File: config.mk
export PLATFORM = sky130hd
export DESIGN_NAME = ths8200_cfg_ctrl
export DESIGN_NICKNAME = d
export VERILOG_FILES = /design/src/rtl/ths8200_pkg.sv /design/src/rtl/ths8200_reg_rom.sv /design/src/rtl/ths8200_cfg_ctrl.sv
export SDC_FILE = /design/constraint.sdc
export NUM_CORES = 1
export LEC_CHECK = 0
export CORE_ASPECT_RATIO = 1.4
export CORE_UTILIZATION = 55
export DETAILED_ROUTE_END_ITERATION = 8
export PLACE_DENSITY = 0.79
export SETUP_SLACK_MARGIN = 0.1
export SKIP_LAST_GASP = 1
export SLEW_MARGIN = 40
export SYNTH_ARGS = -nofsm -noshare
export SYNTH_HDL_FRONTEND = slang
export SYNTH_SLANG_ARGS = --single-unit
File: constraint.sdc
create_clock -name clk -period 3.2 [get_ports clk]
set_clock_uncertainty 0.15 [all_clocks]
set_input_delay 0.96 -clock clk [delete_from_list [all_inputs] [get_ports clk]]
set_output_delay 0.96 -clock clk [all_outputs]
set_load 0.02 [all_outputs]
File: src/rtl/ths8200_pkg.sv
// Shared types and constants for the THS8200 power-up configuration sequencer.
// THS8200_CFG_VERIFY_EN adds the read-back states to the FSM enum.
package ths8200_pkg;

    typedef enum logic [3:0] {
        ST_PWRUP,
        ST_LOAD,
        ST_REQ,
        ST_WAIT,
        ST_NEXT,
        ST_GAP,
        ST_DONE,
        ST_FAIL,
        ST_DRAIN
`ifdef THS8200_CFG_VERIFY_EN
        ,
        ST_RDREQ,
        ST_RDWAIT
`endif
    } cfg_state_e;

    // THS8200 register map (subset touched at power-up)
    localparam logic [7:0] REG_CHIP_CTL         = 8'h03;
    localparam logic [7:0] REG_CSC_OFFS3        = 8'h19;
    localparam logic [7:0] REG_DATA_CNTL        = 8'h1C;
    localparam logic [7:0] REG_DTG1_Y_MSB       = 8'h1D;
    localparam logic [7:0] REG_DTG1_Y_BLANK     = 8'h1E;
    localparam logic [7:0] REG_DTG1_Y_SYNC_LO   = 8'h1F;
    localparam logic [7:0] REG_DTG1_Y_SYNC_HI   = 8'h20;
    localparam logic [7:0] REG_DTG1_C_MSB       = 8'h21;
    localparam logic [7:0] REG_DTG1_C_BLANK     = 8'h22;
    localparam logic [7:0] REG_DTG1_C_SYNC_LO   = 8'h23;
    localparam logic [7:0] REG_DTG1_C_SYNC_HI   = 8'h24;
    localparam logic [7:0] REG_DTG1_SPEC_A      = 8'h28;
    localparam logic [7:0] REG_DTG1_SPEC_B      = 8'h29;
    localparam logic [7:0] REG_DTG1_SPEC_C      = 8'h2A;
    localparam logic [7:0] REG_DTG1_SPEC_D      = 8'h2B;
    localparam logic [7:0] REG_DTG1_TOT_PIX_MSB = 8'h34;
    localparam logic [7:0] REG_DTG1_TOT_PIX_LSB = 8'h35;
    localparam logic [7:0] REG_DTG1_MODE        = 8'h38;
    localparam logic [7:0] REG_DTG1_FRM_MSB     = 8'h39;
    localparam logic [7:0] REG_DTG1_FRM_LSB     = 8'h3A;
    localparam logic [7:0] REG_DTG1_FLD_LSB     = 8'h3B;
    localparam logic [7:0] REG_DTG1_ACT_MSB     = 8'h3C;
    localparam logic [7:0] REG_DTG1_ACT_LSB     = 8'h3D;
    localparam logic [7:0] REG_DTG2_CNTL        = 8'h4A;

    localparam logic [7:0] CHIP_CTL_ON   = 8'h01;
    localparam logic [7:0] CSC_BYPASS    = 8'h03;
    localparam logic [7:0] DTG_MODE_720P = 8'h81;

    // 720p60 raster
    localparam logic [15:0] TOT_PIX   = 16'd1650;
    localparam logic [15:0] TOT_LINES = 16'd750;
    localparam logic [15:0] ACT_START = 16'd371;

endpackage

File: src/rtl/ths8200_reg_rom.sv
// Index to {register address, data} lookup for the 720p 4:2:2 embedded-sync setup.
module ths8200_reg_rom
    import ths8200_pkg::*;
(
    input  logic [7:0] idx_i,
    output logic [7:0] addr_o,
    output logic [7:0] data_o
);

    always_comb begin
        {addr_o, data_o} = 16'h0000;
        case (idx_i)
            8'd0:  {addr_o, data_o} = {REG_CHIP_CTL,         CHIP_CTL_ON};
            8'd1:  {addr_o, data_o} = {REG_CSC_OFFS3,        CSC_BYPASS};
            8'd2:  {addr_o, data_o} = {REG_DATA_CNTL,        8'h03};
            8'd3:  {addr_o, data_o} = {REG_DTG1_Y_MSB,       8'h15};
            8'd4:  {addr_o, data_o} = {REG_DTG1_Y_BLANK,     8'h00};
            8'd5:  {addr_o, data_o} = {REG_DTG1_Y_SYNC_LO,   8'h00};
            8'd6:  {addr_o, data_o} = {REG_DTG1_Y_SYNC_HI,   8'hFF};
            8'd7:  {addr_o, data_o} = {REG_DTG1_C_MSB,       8'h15};
            8'd8:  {addr_o, data_o} = {REG_DTG1_C_BLANK,     8'h00};
            8'd9:  {addr_o, data_o} = {REG_DTG1_C_SYNC_LO,   8'h00};
            8'd10: {addr_o, data_o} = {REG_DTG1_C_SYNC_HI,   8'hFF};
            8'd11: {addr_o, data_o} = {REG_DTG1_SPEC_A,      8'h28};
            8'd12: {addr_o, data_o} = {REG_DTG1_SPEC_B,      8'h6E};
            8'd13: {addr_o, data_o} = {REG_DTG1_SPEC_C,      8'h28};
            8'd14: {addr_o, data_o} = {REG_DTG1_SPEC_D,      8'hDC};
            8'd15: {addr_o, data_o} = {REG_DTG1_TOT_PIX_MSB, TOT_PIX[15:8]};
            8'd16: {addr_o, data_o} = {REG_DTG1_TOT_PIX_LSB, TOT_PIX[7:0]};
            // frame and field size share one MSB register, two 3-bit fields
            8'd17: {addr_o, data_o} = {REG_DTG1_FRM_MSB,
                                       1'b0, TOT_LINES[10:8], 1'b0, TOT_LINES[10:8]};
            8'd18: {addr_o, data_o} = {REG_DTG1_FRM_LSB,     TOT_LINES[7:0]};
            8'd19: {addr_o, data_o} = {REG_DTG1_FLD_LSB,     TOT_LINES[7:0]};
            8'd20: {addr_o, data_o} = {REG_DTG1_ACT_MSB,     ACT_START[15:8]};
            8'd21: {addr_o, data_o} = {REG_DTG1_ACT_LSB,     ACT_START[7:0]};
            8'd22: {addr_o, data_o} = {REG_DTG2_CNTL,        8'h8C};
            // mode written last so the DTG starts with a complete raster setup
            8'd23: {addr_o, data_o} = {REG_DTG1_MODE,        DTG_MODE_720P};
            default: ;
        endcase
    end

endmodule

File: src/rtl/ths8200_cfg_ctrl.sv
// Power-up I2C configuration sequencer for the THS8200 DAC; gates the 720p pipeline.
// Define THS8200_CFG_VERIFY_EN to read back and compare every register after writing it.
module ths8200_cfg_ctrl
    import ths8200_pkg::*;
#(
    parameter int         PWRUP_DLY_CYC = 7425000,
    parameter int         REG_NUM       = 24,
    parameter logic [7:0] DEV_ADDR      = 8'h40,
    parameter int         MAX_RETRY     = 3,
    parameter int         GAP_CYC       = 16
) (
    input  logic       clk,
    input  logic       rst_n,
    input  logic       cfg_restart,
    output logic       i2c_req,
    output logic       i2c_rw,
    output logic [7:0] i2c_dev_addr,
    output logic [7:0] i2c_reg_addr,
    output logic [7:0] i2c_wr_data,
    input  logic       i2c_done,
    input  logic       i2c_ack_err,
    input  logic [7:0] i2c_rd_data,
    output logic [7:0] cfg_idx,
    output logic       cfg_err,
    output logic       da_init_done
);

    localparam int PW = (PWRUP_DLY_CYC > 1) ? $clog2(PWRUP_DLY_CYC) : 1;
    localparam int GW = (GAP_CYC > 1) ? $clog2(GAP_CYC) : 1;
    localparam int RW = (MAX_RETRY > 0) ? $clog2(MAX_RETRY + 1) : 1;

`ifdef THS8200_CFG_VERIFY_EN
    localparam cfg_state_e WR_OK_ST = ST_RDREQ;
`else
    localparam cfg_state_e WR_OK_ST = ST_NEXT;
`endif

    cfg_state_e    state_q;
    logic [PW-1:0] pwr_cnt_q;
    logic [GW-1:0] gap_cnt_q;
    logic [RW-1:0] retry_q;
    logic          gap_to_load_q;
    logic          req_q;
    logic [7:0]    reg_addr_q, wr_data_q, idx_q;
    logic          err_q, init_done_q;
    logic [7:0]    rom_addr, rom_data;
    logic          xfer_ok;

    ths8200_reg_rom u_rom (
        .idx_i  (idx_q),
        .addr_o (rom_addr),
        .data_o (rom_data)
    );

`ifdef THS8200_CFG_VERIFY_EN
    logic rw_q;
    assign i2c_rw = rw_q;
    always_comb begin
        xfer_ok = !i2c_ack_err;
        if (state_q == ST_RDWAIT) xfer_ok = !i2c_ack_err && (i2c_rd_data == wr_data_q);
    end
`else
    logic unused_rd;
    assign unused_rd = ^i2c_rd_data;
    assign i2c_rw    = 1'b0;
    assign xfer_ok   = !i2c_ack_err;
`endif

    assign i2c_req      = req_q;
    assign i2c_dev_addr = DEV_ADDR | {7'b0, i2c_rw};
    assign i2c_reg_addr = reg_addr_q;
    assign i2c_wr_data  = wr_data_q;
    assign cfg_idx      = idx_q;
    assign cfg_err      = err_q;
    assign da_init_done = init_done_q;

    always_ff @(posedge clk or negedge rst_n) begin
        if (!rst_n) begin
            state_q       <= ST_PWRUP;
            pwr_cnt_q     <= '0;
            gap_cnt_q     <= '0;
            retry_q       <= '0;
            gap_to_load_q <= 1'b0;
            req_q         <= 1'b0;
            reg_addr_q    <= 8'h00;
            wr_data_q     <= 8'h00;
            idx_q         <= 8'h00;
            err_q         <= 1'b0;
            init_done_q   <= 1'b0;
`ifdef THS8200_CFG_VERIFY_EN
            rw_q          <= 1'b0;
`endif
        end else if (cfg_restart) begin
            init_done_q <= 1'b0;
            idx_q       <= 8'h00;
            err_q       <= 1'b0;
            retry_q     <= '0;
            req_q       <= 1'b0;
`ifdef THS8200_CFG_VERIFY_EN
            rw_q        <= 1'b0;
`endif
            // an outstanding transaction must finish on the bus before reuse
            state_q <= ((req_q || state_q == ST_DRAIN) && !i2c_done) ? ST_DRAIN : ST_LOAD;
        end else begin
            case (state_q)
                ST_PWRUP: begin
                    if (pwr_cnt_q == PW'(PWRUP_DLY_CYC - 1)) state_q <= ST_LOAD;
                    else pwr_cnt_q <= pwr_cnt_q + 1'b1;
                end
                ST_LOAD: begin
                    reg_addr_q <= rom_addr;
                    wr_data_q  <= rom_data;
                    retry_q    <= '0;
                    state_q    <= ST_REQ;
                end
                ST_REQ: begin
                    req_q   <= 1'b1;
                    state_q <= ST_WAIT;
                end
`ifdef THS8200_CFG_VERIFY_EN
                ST_RDREQ: begin
                    req_q   <= 1'b1;
                    rw_q    <= 1'b1;
                    state_q <= ST_RDWAIT;
                end
                ST_WAIT, ST_RDWAIT: begin
`else
                ST_WAIT: begin
`endif
                    if (i2c_done) begin
                        req_q <= 1'b0;
`ifdef THS8200_CFG_VERIFY_EN
                        rw_q  <= 1'b0;
`endif
                        if (xfer_ok) begin
                            state_q <= (state_q == ST_WAIT) ? WR_OK_ST : ST_NEXT;
                        end else if (retry_q == RW'(MAX_RETRY)) begin
                            err_q   <= 1'b1;
                            state_q <= ST_FAIL;
                        end else begin
                            retry_q       <= retry_q + 1'b1;
                            gap_to_load_q <= 1'b0;
                            gap_cnt_q     <= '0;
                            state_q       <= ST_GAP;
                        end
                    end
                end
                ST_NEXT: begin
                    if (idx_q == 8'(REG_NUM - 1)) begin
                        state_q <= ST_DONE;
                    end else begin
                        idx_q         <= idx_q + 1'b1;
                        gap_to_load_q <= 1'b1;
                        gap_cnt_q     <= '0;
                        state_q       <= ST_GAP;
                    end
                end
                ST_GAP: begin
                    if (gap_cnt_q == GW'(GAP_CYC - 1)) state_q <= gap_to_load_q ? ST_LOAD : ST_REQ;
                    else gap_cnt_q <= gap_cnt_q + 1'b1;
                end
                ST_DONE:  init_done_q <= 1'b1;
                ST_FAIL:  ;
                ST_DRAIN: if (i2c_done) state_q <= ST_LOAD;
                default:  state_q <= ST_PWRUP;
            endcase
        end
    end

endmodule

# After elaboration in Yosys (flattened, before gate mapping)
# Index checks and enable logic that the tools add are counted.
[totals]
regBits = 61
input_bits = 13
output_inout_bits = 36
word_cells = 137
[classes]
n_addsub = 4
n_eq_ne = 47
mux = 42
bitwise = 2
reduce_logical = 31
[ops]
columns = ["op", "count"]
rows = [
  ["one-hot mux 7 bit (24 select lines)", 1],
  ["one-hot mux 8 bit (14 select lines)", 1],
  ["== test 8 x 4 -> 1 bit, second input constant", 8],
  ["== test 8 x 5 -> 1 bit, second input constant", 8],
  ["2-to-1 mux 4 bit", 11],
  ["== test 8 x 3 -> 1 bit, second input constant", 4],
  ["one-hot mux 4 bit (8 select lines)", 1],
  ["2-to-1 mux 8 bit", 3],
  ["adder 23 x 1 -> 23 bit, second input constant", 1],
  ["== test 23 bit, second input constant", 1],
  ["!= test 3 bit, second input constant", 6],
  ["== test 4 x 3 -> 1 bit, second input constant", 4],
  ["== test 8 x 2 -> 1 bit, second input constant", 2],
  ["2-to-1 mux 2 bit", 8],
  ["nonzero test 2 bit", 7],
  ["OR reduction 2 bit", 7],
  ["2-to-1 mux 1 bit", 13],
  ["!= test 2 bit, second input constant", 6],
  ["one-hot mux 4 bit (3 select lines)", 1],
  ["nonzero test 3 bit", 3],
  ["adder 8 x 1 -> 8 bit, second input constant", 1],
  ["== test 4 x 2 -> 1 bit, second input constant", 2],
  ["== test 4 bit, second input constant", 2],
  ["== test 8 x 1 -> 1 bit, second input constant", 1],
  ["other kinds (19)", 24],
]

# Logic depth before layout (Yosys ltp)
[logic_depth]
ltp_word = 6
depth_mapped = 8
depth_no_buf = 7

# Modules after synthesis
# A second synthesis with hierarchy kept.
[hier_totals]
hier_cells = 387
area_unflattened_um2 = 3682.3
[by_module_without_submodules]
columns = ["module", "instances", "cells_each", "area_each_um2"]
rows = [
  ["ths8200_cfg_ctrl", 1, 289, 3036.7],
  ["ths8200_reg_rom", 1, 98, 645.6],
]

# Worst setup path after synthesis
# OpenSTA, ideal clock, no wires.
[synth_path]
path_type = "input-to-reg"
from = "input cfg_restart"
to = "register state_q[0]"
setup_ns = 0.128
t_arrival_ns = 1.964
path_slack_ns = 0.958
cell_stages = 5
n_path_buf = 1
cell_sequence = "clkbuf_1 > inv_1 > or3_1 > o31ai_1 > o31ai_1"
[synth_via]
elab_chain_cells = 2
[synth_rtl]
columns = ["element", "line_no", "text"]
rows = [
  ["start, declared", "ths8200_cfg_ctrl.sv:14", "input logic cfg_restart,"],
  ["!= test 3 bit (no source line) / != test 2 x 1 -> 1 bit (equally long branches)", "-", ""],
  ["AND reduction 5 bit (no source line)", "-", ""],
  ["end signal, assigned", "ths8200_cfg_ctrl.sv:103", "state_q <= ((req_q || state_q == ST_DRAIN) && !i2c_done) ? ST_DRAIN : ST_LOAD;"],
  ["end signal, assigned", "ths8200_cfg_ctrl.sv:136", "state_q <= (state_q == ST_WAIT) ? WR_OK_ST : ST_NEXT;"],
  ["end signal, assigned", "ths8200_cfg_ctrl.sv:159", "if (gap_cnt_q == GW'(GAP_CYC - 1)) state_q <= gap_to_load_q ? ST_LOAD : ST_REQ;"],
  ["end, declared", "ths8200_cfg_ctrl.sv:38", "cfg_state_e state_q;"],
]
# Parallel ways exist; a longest one is shown, timed or not.
# A chain may end at the register's enable or synchronous reset.

# Worst setup path in the final report
[layout_path]
from = "register idx_q[0] (netlist: cfg_idx[0])"
to = "output cfg_idx[0]"
[layout_lines]
columns = ["element", "line_no", "text"]
rows = [
  ["start, declared", "ths8200_cfg_ctrl.sv:44", "logic [7:0] reg_addr_q, wr_data_q, idx_q;"],
  ["start signal, assigned", "ths8200_cfg_ctrl.sv:152", "idx_q <= idx_q + 1'b1;"],
  ["end, declared", "ths8200_cfg_ctrl.sv:23", "output logic [7:0] cfg_idx,"],
]
# No word-level cell between the ends.

==> impl_results.md <==
* CP Capture Type: output port
* Max-Cap Viols at 0
* Share of flip-flops with an asynchronous set or reset at 100%
* Die width at 72.2 µm
* Lkg Pwr at ~0.0018 µW
* Dominant synthesized flop cell: dfrtp_1
* CP arrival at approximately 1.5 ns
* Antenna violations before repair at 0
* Post-cts resize count at 0
* First-pass GRT wire length at 13500 µm
* Initial DRT Pass Iterations at 5
* Placed Area at 4080 µm²
* # nets final at around 460
* Max Clk Rate at between 300 and 400 MHz
* Post-layout minimum cycle time at between 2 and 3 ns
* Final instance area at between 4000 and 5000 µm²
* Die area at 7240 µm²
* Clock sinks at 60
* Cts bufs inserted at 9
* Total gr overflow at 0
* Pre-CTS setup slack at 0.229 ns
* VDD IR-drop max at roughly 0.37 mV
* WP data required at roughly 2.1 ns
* # port buffers at 30
* Vias/cell at between 5 and 6
* Final hold vios at 0
* WP buf/inv at 1
* Area leader, netlist: dfrtp_1
* Clock H-tree levels at 3
* EDFF count, synth at 0
* Post-DP HPWL at approximately 5600 µm
* Dominant cells by area after synthesis: dfrtp_1 (40%), nor2_1 (4.7%), xnor2_1 (4.4%)
* Syn-to-layout area delta at 13.1%
* Crit path max fanout at 9
* Starting Density at around 57%
* CTS tree: yes
* Setup ws final at approximately 0.57 ns
* CP peak stage delay at 0.67 ns
* Synth top area share at 39.6%
* RSZ-0062 raised after global routing: no
* Routed Wire Length at 8070 µm
* Post-CTS Setup Repair Bufs at 0
* # fillers at 559
* GRT busiest layer: met2
* GR Util met3 at 5.12%
* Remaining DRCs at 0
* Final period util at a little over 80%
* Layout cells sized above 1 at 9.87%
* GRT Total Usage at 23.7%
* CP max-delay cell: clkdlybuf4s50_1
* Root buf cell: clkbuf_8
* Pin count of the biggest net entering global routing at ~40
* Slew Limit Fails at 0
* Antenna Diode Count at 0
* Synthesized area per cell at between 9 and 10 µm²
* Global routing usage on met2 at between 30 and 40%
* Worst Hold Class: reg2reg
* Crit-path cells: clkdlybuf4s50_1
* Worst-Skew Late Latency at approximately 0.35 ns
* Total negative slack at 0 ns
* Antenna Nets Post-Route at 0
* Slew HR at between 50 and 60%
* 1st-iter DRT viols at 252
* Sequential fraction of the synthesis area at between 30% and 40%
* CTS Buffer Depth at 2
* Clk slew on worst S/H paths at 0.06 ns
* Final count of negative-setup-slack endpoints at 0
* Crit path launch type: register
* Least-Margin Pin Slew at 0.649 ns
* Met1 usage at between 20% and 30%
* Final core utilization at 64.9%
* PwrDens at between 600 and 700 nW/µm²
* Ys Warns at 0
* WS Path Type: reg2out
* Cts hold-fix bufs at 0
* Via count at 3174
* I/O pins at 49
* Gate Count Post-Synth at ~420
* Unique masters post-synth at 67
* Yosys reg bits at 60
* Die Ht at 100 µm
* Vias in the first global route at 2908
* Routed length per instance at approximately 15 µm
* Status: complete, no violations
* Core footprint at between 6000 and 7000 µm²
* Post-Syn Area at between 3000 and 4000 µm²
* CP top delay family: buffers and inverters
* Routability Congestion at roughly 0.93
* Row count at 35
layout by cell type, fill, tap and decap left out, types with 2 or more instances in the layout:
master,n
a21boi_0,2
or3_1,4
a22oi_1,3
nor4b_1,3
nand4_1,13
conb_1,10
clkbuf_8,11
clkdlybuf4s50_1,29
nand2b_1,8
o22ai_1,2
a22o_1,2
nor2b_1,7
mux2i_1,4
and4_1,2
dfrtp_1,60
nor4_1,5
inv_1,8
nand2_1,27
nor3_4,3
and2_1,5
ha_1,8
and3_1,6
buf_4,8
nand3b_1,5
xnor2_1,19
nand3_1,20
o21ai_1,5
nor2_1,48
clkinvlp_4,2
nor3_1,5
a31oi_1,8
or3b_1,2
xor2_1,11
o32a_1,2
o31ai_1,13
mux2_2,3
a21oi_1,21
o211ai_1,2
o21ai_0,18
a21o_1,2
power breakdown:
part / internal [µW] / total [µW] / leakage [µW] / switching [µW]
Sequential: 900 / 1080 / 0.000794 / 181
Combinational: 408 / 892 / 0.000897 / 483
Clock: 403 / 714 / 0.000102 / 312
Total: 1710 / 2690 / 0.00179 / 976
state kept, by name, summed over array words and instances (netlist names):
register       cells
cfg_err            1
cfg_idx            8
da_init_done       1
gap_cnt_q          4
gap_to_load_q      1
i2c_reg_addr       7
i2c_req            1
i2c_wr_data        8
pwr_cnt_q         23
retry_q            2
state_q            4
kinds of logic after synthesis:
kind of cell	share of synthesized area, %
multiplexers	2.34
flip-flops	39.6
other	0.198
buffers and inverters	6.40
AND/OR/NAND/NOR	25.6
adder cells (fa/ha/maj)	2.90
AO/OA/AOI/OAI	16.1
XOR/XNOR	6.92
routing by layer:
layer	vias up	share of wire, %
met2	94	50
met3	22	4.1
met5	-	0
met1	1534	43
li1	1524	-
met4	0	2.9
cells in the mapped netlist (6+ instances only):
master	count
inv_1	8
dfrtp_1	60
nand2b_1	8
nand2_1	27
a31oi_1	8
nand4_1	13
clkbuf_1	12
buf_2	8
ha_1	8
nand3_1	20
o21ai_0	18
o31ai_1	13
a21oi_1	21
xor2_1	11
nor2b_1	7
and3_1	6
xnor2_1	19
nor2_1	48
buf_4	13
layout make-up:
class | count | area [µm²] | share of cell area [%]
Clock inverter | 5 | 58.8 | 1.37
Multi-Input combinational cell | 324 | 2080 | 48.5
Sequential cell | 60 | 1500 | 35.0
Inverter | 8 | 30.0 | 0.700
Clock buffer | 11 | 151 | 3.53
Timing Repair Buffer | 38 | 355 | 8.28
Tap cell | 92 | 115 | 2.68
stage by stage:
stage,hold WS [ns],total power [µW],cells
after global routing,0.346,2840,538
after detailed placement,0.317,1980,522
after CTS,0.334,2700,538
after floorplan,0.284,1730,429
final,0.330,2690,538
after global placement,0.298,1950,522
worst paths after layout:
path	start	slack (ns)	cells past startpoint	to
worst max-delay path	cfg_idx[0]$_DFFE_PN0P_	0.57	1	cfg_idx[0]
min in group asynchronous	rst_n	0.44	2	gap_cnt_q[2]$_DFFE_PN0P_
worst max register to register	state_q[3]$_DFFE_PN0P_	0.78	5	pwr_cnt_q[1]$_DFFE_PN0P_
worst min register to register	i2c_reg_addr[5]$_DFFE_PN0P_	0.33	2	i2c_reg_addr[5]$_DFFE_PN0P_
worst min-delay path	i2c_reg_addr[5]$_DFFE_PN0P_	0.33	2	i2c_reg_addr[5]$_DFFE_PN0P_
max in group asynchronous	rst_n	2.06	2	pwr_cnt_q[18]$_DFFE_PN0P_
(Power assumes the default switching activity.)
